[config.mk]
export PLATFORM = sky130hd
export DESIGN_NAME = branch_predictor_flat
export DESIGN_NICKNAME = d
export VERILOG_FILES = /design/src/rtl/bp_pkg.sv /design/src/rtl/branch_predictor_if.sv /design/src/rtl/bp_pht.sv /design/src/rtl/branch_predictor.sv /design/src/flat_wrapper.sv
export SDC_FILE = /design/constraint.sdc
export NUM_CORES = 2
export LEC_CHECK = 0
export CAP_MARGIN = 20
export CELL_PAD_IN_SITES_DETAIL_PLACEMENT = 0
export CELL_PAD_IN_SITES_GLOBAL_PLACEMENT = 1
export CORE_UTILIZATION = 40
export CTS_CLUSTER_DIAMETER = 200
export DETAILED_ROUTE_END_ITERATION = 6
export PLACE_DENSITY_LB_ADDON = 0.1
export SETUP_SLACK_MARGIN = 0.05
export SKIP_LAST_GASP = 1
export SLEW_MARGIN = 10
export SYNTH_ARGS = -nofsm -noshare
export SYNTH_HDL_FRONTEND = slang
export SYNTH_SLANG_ARGS = --single-unit
export TNS_END_PERCENT = 5
[constraint.sdc]
create_clock -name clk -period 13.2 [get_ports clk]
set_input_delay 3.96 -clock clk [delete_from_list [all_inputs] [get_ports clk]]
set_output_delay 3.96 -clock clk [all_outputs]
set_load 0.03 [all_outputs]
[src/rtl/bp_pkg.sv]
// Shared types for the fetch-stage branch predictor: mode select, 2-bit
// counter encoding and the BTB entry layout.
package bp_pkg;

  typedef enum logic [1:0] {
    BP_STATIC_NT = 2'd0,
    BP_BIMODAL   = 2'd1,
    BP_GSHARE    = 2'd2
  } bp_mode_t;

  typedef logic [1:0] ctr_t;

  localparam ctr_t CTR_SNT = 2'b00;
  localparam ctr_t CTR_WNT = 2'b01;
  localparam ctr_t CTR_WT  = 2'b10;
  localparam ctr_t CTR_ST  = 2'b11;

  // Tag and target are stored zero-extended to the widest supported address.
  localparam int BP_MAX_XLEN = 64;

  typedef struct packed {
    logic                   valid;
    logic                   is_jump;
    logic [BP_MAX_XLEN-1:0] tag;
    logic [BP_MAX_XLEN-1:0] target;
  } btb_entry_t;

  function automatic ctr_t ctr_next(input ctr_t c, input logic taken);
    ctr_t n;
    n = c;
    if (taken && c != CTR_ST)       n = c + 2'd1;
    else if (!taken && c != CTR_SNT) n = c - 2'd1;
    return n;
  endfunction

endpackage

[src/rtl/branch_predictor_if.sv]
// Lookup/update bundle between the fetch/MEM pipeline (master) and the
// branch predictor (slave). Valid-qualified, no backpressure.
interface branch_predictor_if #(
  parameter int XLEN  = 32,
  parameter int GHR_W = 6
);
  logic             lu_valid;
  logic             lu_hold;
  logic [XLEN-1:0]  lu_pc;
  logic             pred_taken;
  logic [XLEN-1:0]  pred_target;
  logic [GHR_W-1:0] pred_ghr;
  logic             up_valid;
  logic [XLEN-1:0]  up_pc;
  logic             up_is_jump;
  logic             up_taken;
  logic [XLEN-1:0]  up_target;
  logic [GHR_W-1:0] up_ghr;
  logic             up_mispredict;

  modport master (
    output lu_valid, lu_hold, lu_pc,
    output up_valid, up_pc, up_is_jump, up_taken, up_target, up_ghr, up_mispredict,
    input  pred_taken, pred_target, pred_ghr
  );

  modport slave (
    input  lu_valid, lu_hold, lu_pc,
    input  up_valid, up_pc, up_is_jump, up_taken, up_target, up_ghr, up_mispredict,
    output pred_taken, pred_target, pred_ghr
  );
endinterface

[src/rtl/bp_pht.sv]
// Pattern history table: 2-bit counters with an async read port and a
// synchronous saturating-update / load port. Reset sets every counter to WNT.
module bp_pht
  import bp_pkg::*;
#(
  parameter int ENTRIES = 64,
  parameter int IDX_W   = $clog2(ENTRIES)
) (
  input  logic             clk,
  input  logic             reset,
  input  logic [IDX_W-1:0] i_rd_idx,
  output ctr_t             o_rd_ctr,
  input  logic             i_wr_en,
  input  logic [IDX_W-1:0] i_wr_idx,
  input  logic             i_wr_load,
  input  ctr_t             i_load_val,
  input  logic             i_wr_taken
);

  ctr_t r_ctr [ENTRIES];

  assign o_rd_ctr = r_ctr[i_rd_idx];

  always_ff @(posedge clk) begin
    if (reset) begin
      for (int i = 0; i < ENTRIES; i++) r_ctr[i] <= CTR_WNT;
    end else if (i_wr_en) begin
      r_ctr[i_wr_idx] <= i_wr_load ? i_load_val : ctr_next(r_ctr[i_wr_idx], i_wr_taken);
    end
  end

endmodule

[src/rtl/branch_predictor.sv]
// Fetch-stage branch predictor: direct-mapped BTB + PHT, same-cycle lookup,
// MEM-stage update, optional gshare history with mispredict restore.
module branch_predictor
  import bp_pkg::*;
#(
  parameter int       XLEN        = 32,
  parameter int       BTB_ENTRIES = 16,
  parameter int       PHT_ENTRIES = 64,
  parameter int       GHR_W       = 6,
  parameter bp_mode_t MODE        = BP_BIMODAL
) (
  input logic              clk,
  input logic              reset,
  branch_predictor_if.slave bp
);

  localparam int IDX_W  = $clog2(BTB_ENTRIES);
  localparam int PIDX_W = $clog2(PHT_ENTRIES);
  localparam int TAG_W  = XLEN - IDX_W - 2;
  localparam logic IS_GSHARE = (MODE == BP_GSHARE);
  localparam logic IS_STATIC = (MODE == BP_STATIC_NT);

  function automatic logic [GHR_W-1:0] ghr_shift(input logic [GHR_W-1:0] h, input logic b);
    return (h << 1) | GHR_W'(b);
  endfunction

  btb_entry_t        r_btb [BTB_ENTRIES];
  logic [GHR_W-1:0]  r_ghr;

  // Lookup side
  logic [IDX_W-1:0]  w_lu_bidx;
  logic [TAG_W-1:0]  w_lu_tag;
  logic [PIDX_W-1:0] w_lu_pidx;
  btb_entry_t        w_lu_entry;
  logic              w_lu_hit;
  ctr_t              w_lu_ctr;
  logic              w_pred_taken;

  assign w_lu_bidx  = bp.lu_pc[IDX_W+1:2];
  assign w_lu_tag   = bp.lu_pc[XLEN-1:IDX_W+2];
  assign w_lu_pidx  = bp.lu_pc[PIDX_W+1:2] ^ (IS_GSHARE ? PIDX_W'(r_ghr) : '0);
  assign w_lu_entry = r_btb[w_lu_bidx];
  assign w_lu_hit   = w_lu_entry.valid && (w_lu_entry.tag == BP_MAX_XLEN'(w_lu_tag));

  assign w_pred_taken = !reset && !IS_STATIC && bp.lu_valid && w_lu_hit &&
                        (w_lu_entry.is_jump || w_lu_ctr[1]);

  assign bp.pred_taken  = w_pred_taken;
  assign bp.pred_target = w_pred_taken ? w_lu_entry.target[XLEN-1:0] : bp.lu_pc + XLEN'(4);
  assign bp.pred_ghr    = r_ghr;

  // Update side
  logic [IDX_W-1:0]  w_up_bidx;
  logic [TAG_W-1:0]  w_up_tag;
  logic [PIDX_W-1:0] w_up_pidx;
  btb_entry_t        w_up_entry;
  logic              w_up_hit;
  logic              w_pht_we;

  assign w_up_bidx  = bp.up_pc[IDX_W+1:2];
  assign w_up_tag   = bp.up_pc[XLEN-1:IDX_W+2];
  assign w_up_pidx  = bp.up_pc[PIDX_W+1:2] ^ (IS_GSHARE ? PIDX_W'(bp.up_ghr) : '0);
  assign w_up_entry = r_btb[w_up_bidx];
  assign w_up_hit   = w_up_entry.valid && (w_up_entry.tag == BP_MAX_XLEN'(w_up_tag));
  assign w_pht_we   = bp.up_valid && !bp.up_is_jump;

  // Fresh allocations start weakly taken instead of stepping the old counter.
  bp_pht #(
    .ENTRIES (PHT_ENTRIES),
    .IDX_W   (PIDX_W)
  ) u_pht (
    .clk        (clk),
    .reset      (reset),
    .i_rd_idx   (w_lu_pidx),
    .o_rd_ctr   (w_lu_ctr),
    .i_wr_en    (w_pht_we),
    .i_wr_idx   (w_up_pidx),
    .i_wr_load  (bp.up_taken && !w_up_hit),
    .i_load_val (CTR_WT),
    .i_wr_taken (bp.up_taken)
  );

  always_ff @(posedge clk) begin
    if (reset) begin
      for (int i = 0; i < BTB_ENTRIES; i++) r_btb[i] <= '0;
    end else if (bp.up_valid && bp.up_taken) begin
      r_btb[w_up_bidx] <= '{valid:   1'b1,
                            is_jump: bp.up_is_jump,
                            tag:     BP_MAX_XLEN'(w_up_tag),
                            target:  BP_MAX_XLEN'(bp.up_target)};
    end
  end

  // A resolved mispredict restores history and outranks the speculative shift.
  always_ff @(posedge clk) begin
    if (reset || !IS_GSHARE) begin
      r_ghr <= '0;
    end else if (bp.up_valid && bp.up_mispredict && !bp.up_is_jump) begin
      r_ghr <= ghr_shift(bp.up_ghr, bp.up_taken);
    end else if (bp.lu_valid && !bp.lu_hold && w_lu_hit && !w_lu_entry.is_jump) begin
      r_ghr <= ghr_shift(r_ghr, w_pred_taken);
    end
  end

  logic w_unused_bits;
  assign w_unused_bits = ^{bp.up_pc[1:0], w_lu_entry.target, w_up_entry.is_jump, w_up_entry.target};

endmodule

[src/flat_wrapper.sv]
// flat-port wrapper written by rule: the top's interface ports become plain ports
module branch_predictor_flat import bp_pkg::*;
#(
  parameter int       XLEN        = 32,
  parameter int       BTB_ENTRIES = 16,
  parameter int       PHT_ENTRIES = 64,
  parameter int       GHR_W       = 6,
  parameter bp_mode_t MODE        = BP_BIMODAL
)
  (clk, reset, bp_lu_valid, bp_lu_hold, bp_lu_pc, bp_up_valid, bp_up_pc, bp_up_is_jump, bp_up_taken, bp_up_target, bp_up_ghr, bp_up_mispredict, bp_pred_taken, bp_pred_target, bp_pred_ghr);
  branch_predictor_if #(.XLEN(XLEN), .GHR_W(GHR_W)) bp_i ();
  input logic clk;
  input logic reset;
  input wire logic [$bits(bp_i.lu_valid)-1:0] bp_lu_valid;
  input wire logic [$bits(bp_i.lu_hold)-1:0] bp_lu_hold;
  input wire logic [$bits(bp_i.lu_pc)-1:0] bp_lu_pc;
  input wire logic [$bits(bp_i.up_valid)-1:0] bp_up_valid;
  input wire logic [$bits(bp_i.up_pc)-1:0] bp_up_pc;
  input wire logic [$bits(bp_i.up_is_jump)-1:0] bp_up_is_jump;
  input wire logic [$bits(bp_i.up_taken)-1:0] bp_up_taken;
  input wire logic [$bits(bp_i.up_target)-1:0] bp_up_target;
  input wire logic [$bits(bp_i.up_ghr)-1:0] bp_up_ghr;
  input wire logic [$bits(bp_i.up_mispredict)-1:0] bp_up_mispredict;
  output wire logic [$bits(bp_i.pred_taken)-1:0] bp_pred_taken;
  output wire logic [$bits(bp_i.pred_target)-1:0] bp_pred_target;
  output wire logic [$bits(bp_i.pred_ghr)-1:0] bp_pred_ghr;
  assign bp_i.lu_valid = bp_lu_valid;
  assign bp_i.lu_hold = bp_lu_hold;
  assign bp_i.lu_pc = bp_lu_pc;
  assign bp_i.up_valid = bp_up_valid;
  assign bp_i.up_pc = bp_up_pc;
  assign bp_i.up_is_jump = bp_up_is_jump;
  assign bp_i.up_taken = bp_up_taken;
  assign bp_i.up_target = bp_up_target;
  assign bp_i.up_ghr = bp_up_ghr;
  assign bp_i.up_mispredict = bp_up_mispredict;
  assign bp_pred_taken = bp_i.pred_taken;
  assign bp_pred_target = bp_i.pred_target;
  assign bp_pred_ghr = bp_i.pred_ghr;
  branch_predictor #(.XLEN(XLEN), .BTB_ENTRIES(BTB_ENTRIES), .PHT_ENTRIES(PHT_ENTRIES), .GHR_W(GHR_W), .MODE(MODE)) u_core (.clk(clk), .reset(reset), .bp(bp_i));
endmodule
==> results.json <==
{
  "status": "finished, final reports clean",
  "post_cts_buffers": 0,
  "die_w_um": 377,
  "numPlacedInstances": 5582,
  "worstHoldPathType": "reg -> reg",
  "cts_hold_buf": 0,
  "numCtsBuffers": 132,
  "synth_top_area_share_pct": 57.2,
  "synth_cell_types": 79,
  "multiInputGateArea_um2": 22100,
  "p_int_mw": 6.33,
  "rsz0062_at_grt": "no",
  "syn_inst": 3845,
  "dr_total_vias": 36000,
  "slew_violations": 0,
  "drive_gt1_share_pct": 20.6,
  "core_um2": 140000,
  "seqCellArea_um2": 32500,
  "finalNonFillerCells": 5827,
  "post_cts_resized": 0,
  "gr-total-overflow": 0,
  "finalWorstSetupSlack_ns": 0.499,
  "grt_pass1_vias": 36356,
  "yosysSeqAreaShare_pct": 57.8,
  "h-tree-depth": 4,
  "io_pins": 149,
  "p_sw_share_pct": 25.1,
  "min_period_ns": 12.70,
  "root_buffer": "clkbuf_16",
  "startpoint_type": "input pin",
  "vdd_drop_max_v": 0.000112,
  "drt_iter0_drc": 4063,
  "num-fill-cells": 12364,
  "die_h_um": 377,
  "p_clk_share_pct": 41.2,
  "grt_usage_pct": 28.0,
  "finalCritPeriodShare_pct": 96.2,
  "critPathCaptureType": "output port",
  "synth_flop_cell": "edfxtp_1",
  "fin_skew_ns": 0.0219,
  "p_sw_mw": 2.13,
  "dr.pass1.iters": 5,
  "required_ns": 9.24,
  "netlist_top_cells_area": "edfxtp_1, mux4_2, and2_1",
  "p_seq_share_pct": 47.7,
  "cts_tree": "yes",
  "netlist_area_um2": 56200,
  "tightest_slew_ns": 1.40,
  "relSlewSlack_pct": 5.63,
  "p_per_area_nw_per_um2": 133,
  "synth_warnings": 0,
  "clock_latency_ns": 0.77,
  "drc": 0,
  "path_clk_slew_ns": 0.05,
  "leakagePower_nw": 21.4,
  "core.rowCount": 137,
  "fmax_mhz": 78.7,
  "place.gp.congestion": 0.924,
  "pwr-share-comb_pct": 11.1,
  "place_area_um2": 59400,
  "wl_per_cell_um": 34.1,
  "grt_pass1_wl_um": 278000,
  "crit_fanout": 47,
  "drtAntennaViolNets": 0,
  "dp_hpwl_um": 114000,
  "area_growth_pct": 12.9,
  "setup_tns_ns": 0,
  "synth_seq_cells": 1088,
  "synth_edf_count": 1072,
  "pre_cts_ws_ns": 0.655,
  "setup_violations": 0,
  "synthArstFlopShare_pct": 0,
  "drv_cap": 0,
  "layout.nets": 3953,
  "start_util_pct": 40.3,
  "crit_arrival_ns": 8.74,
  "design_area_um2": 63500,
  "clockBufferDepth": 3,
  "antenna_found_initial": 16,
  "synth_most_common_cell": "edfxtp_1",
  "grt_start_max_net_pins": 111,
  "portBuffers": 132,
  "via_per_inst": 6.18,
  "avgSynthCellArea_um2": 14.6,
  "fp.dieArea_um2": 142000,
  "crit_type": "in -> out",
  "drt-total-wl_um": 199000,
  "yosys.area.top_type": "edfxtp_1",
  "finalHoldViolCount": 0,
  "clock_sink_count": 1088,
  "yosys-top-cells-count": "edfxtp_1, and2_1, mux4_2"
}
## worst max-delay path, cell delays in order
cell	delay [ns]
buf_8	0.43
buf_4	0.44
buf_4	0.25
and2_1	0.46
a211oi_1	0.24
a311oi_1	0.31
o21ai_0	0.13
a2111oi_0	0.47
nand4_1	0.21
nor4_1	1.19
buf_4	0.29
buf_4	0.16
## stage by stage
step / util, % / total power, mW / hold WS, ns
2_1_floorplan: - / 4.66 / 0.438
3_3_place_gp: 42.6 / 5.01 / 0.448
3_5_place_dp: 42.6 / 5.04 / 0.461
4_1_cts: 45.5 / 8.50 / 0.474
5_1_grt: 45.5 / 8.69 / 0.505
6_report: 45.5 / 8.46 / 0.478
## routing by layer
layer  up-vias  track usage [%]  share of wire [%]
met5         -                0              0.051
met3       362             4.85                7.6
li1      14768                -                  -
met2      1790             45.3                 48
met4        14             10.1                3.6
met1     19066             37.9                 41
## cells by family (layout without fill, tap and decap cells)
logic type,after synthesis,in the layout,share of synthesized area [%]
AOI/OAI and AO/OA,235,235,2.96
DFF,1088,1088,57.8
xor gates and xnor gates,61,61,0.950
muxes,574,574,19.6
other,1,13,0.00667
adders and majority gates,3,3,0.0667
and+or+nand+nor,1456,1456,15.1
buffers and inverters,427,521,3.50
## path summary, 6_finish.rpt
check | start | end | slack [ns] | depth (start not counted)
worst max-delay path | bp_lu_pc[2] | bp_pred_taken | 0.50 | 12
worst min-delay path | u_core.r_btb[13][59]$_SDFFE_PP1P_ | u_core.r_btb[13][59]$_SDFFE_PP1P_ | 0.48 | 1
worst max register to register | u_core.r_btb[12][36]$_DFFE_PP_ | u_core.u_pht.r_ctr[47][1]$_SDFFCE_PN0P_ | 9.04 | 9
worst min register to register | u_core.r_btb[13][59]$_SDFFE_PP1P_ | u_core.r_btb[13][59]$_SDFFE_PP1P_ | 0.48 | 1
## placed cells by master, fill, tap and decap left out, types with 11 or more instances in the layout
cell type,count
clkinv_1,42
a21oi_1,20
nor2_1,56
nand2b_1,17
clkdlybuf4s50_1,120
a22oi_1,17
xnor2_1,41
clkbuf_1,19
and2_1,846
and3_1,11
dfxtp_1,16
a21o_1,17
nor3_1,121
mux2_2,16
a211oi_1,12
buf_4,119
nand3_1,44
nand4_1,75
mux4_2,393
mux2_4,29
edfxtp_1,1072
or3_1,11
buf_12,11
nor2b_1,16
mux4_1,11
clkbuf_16,134
a22o_1,17
o22ai_1,12
nand2_1,116
inv_1,22
xor2_1,20
o21ai_0,55
mux2i_1,125
nor4_1,77
clkinv_2,24
## sequential cells by signal, indices dropped and copies added (netlist names)
register,cells
u_core.r_btb,960
u_core.u_pht.r_ctr,128
## power by group through the flow
stage                     clock network, mW  registers [mW]  logic, mW
final                                  3.49            4.03      0.940
after global routing                   3.66            4.04      0.979
after CTS                              3.54            4.03      0.941
after detailed placement                  0            4.10      0.937
after global placement                    0            4.08      0.930
after floorplan                           0            4.08      0.574
## layout make-up
class                      instances  area share (%)
tap                             1876            3.70
clock buffer                     154            5.41
inverter                          26           0.154
clock inverter                    84            1.02
multi-input combinational       2335            34.7
antenna                            7          0.0276
timing repair buffer             257            3.78
sequential                      1088            51.2
No activity file was read; power rests on OpenSTA's default activity.
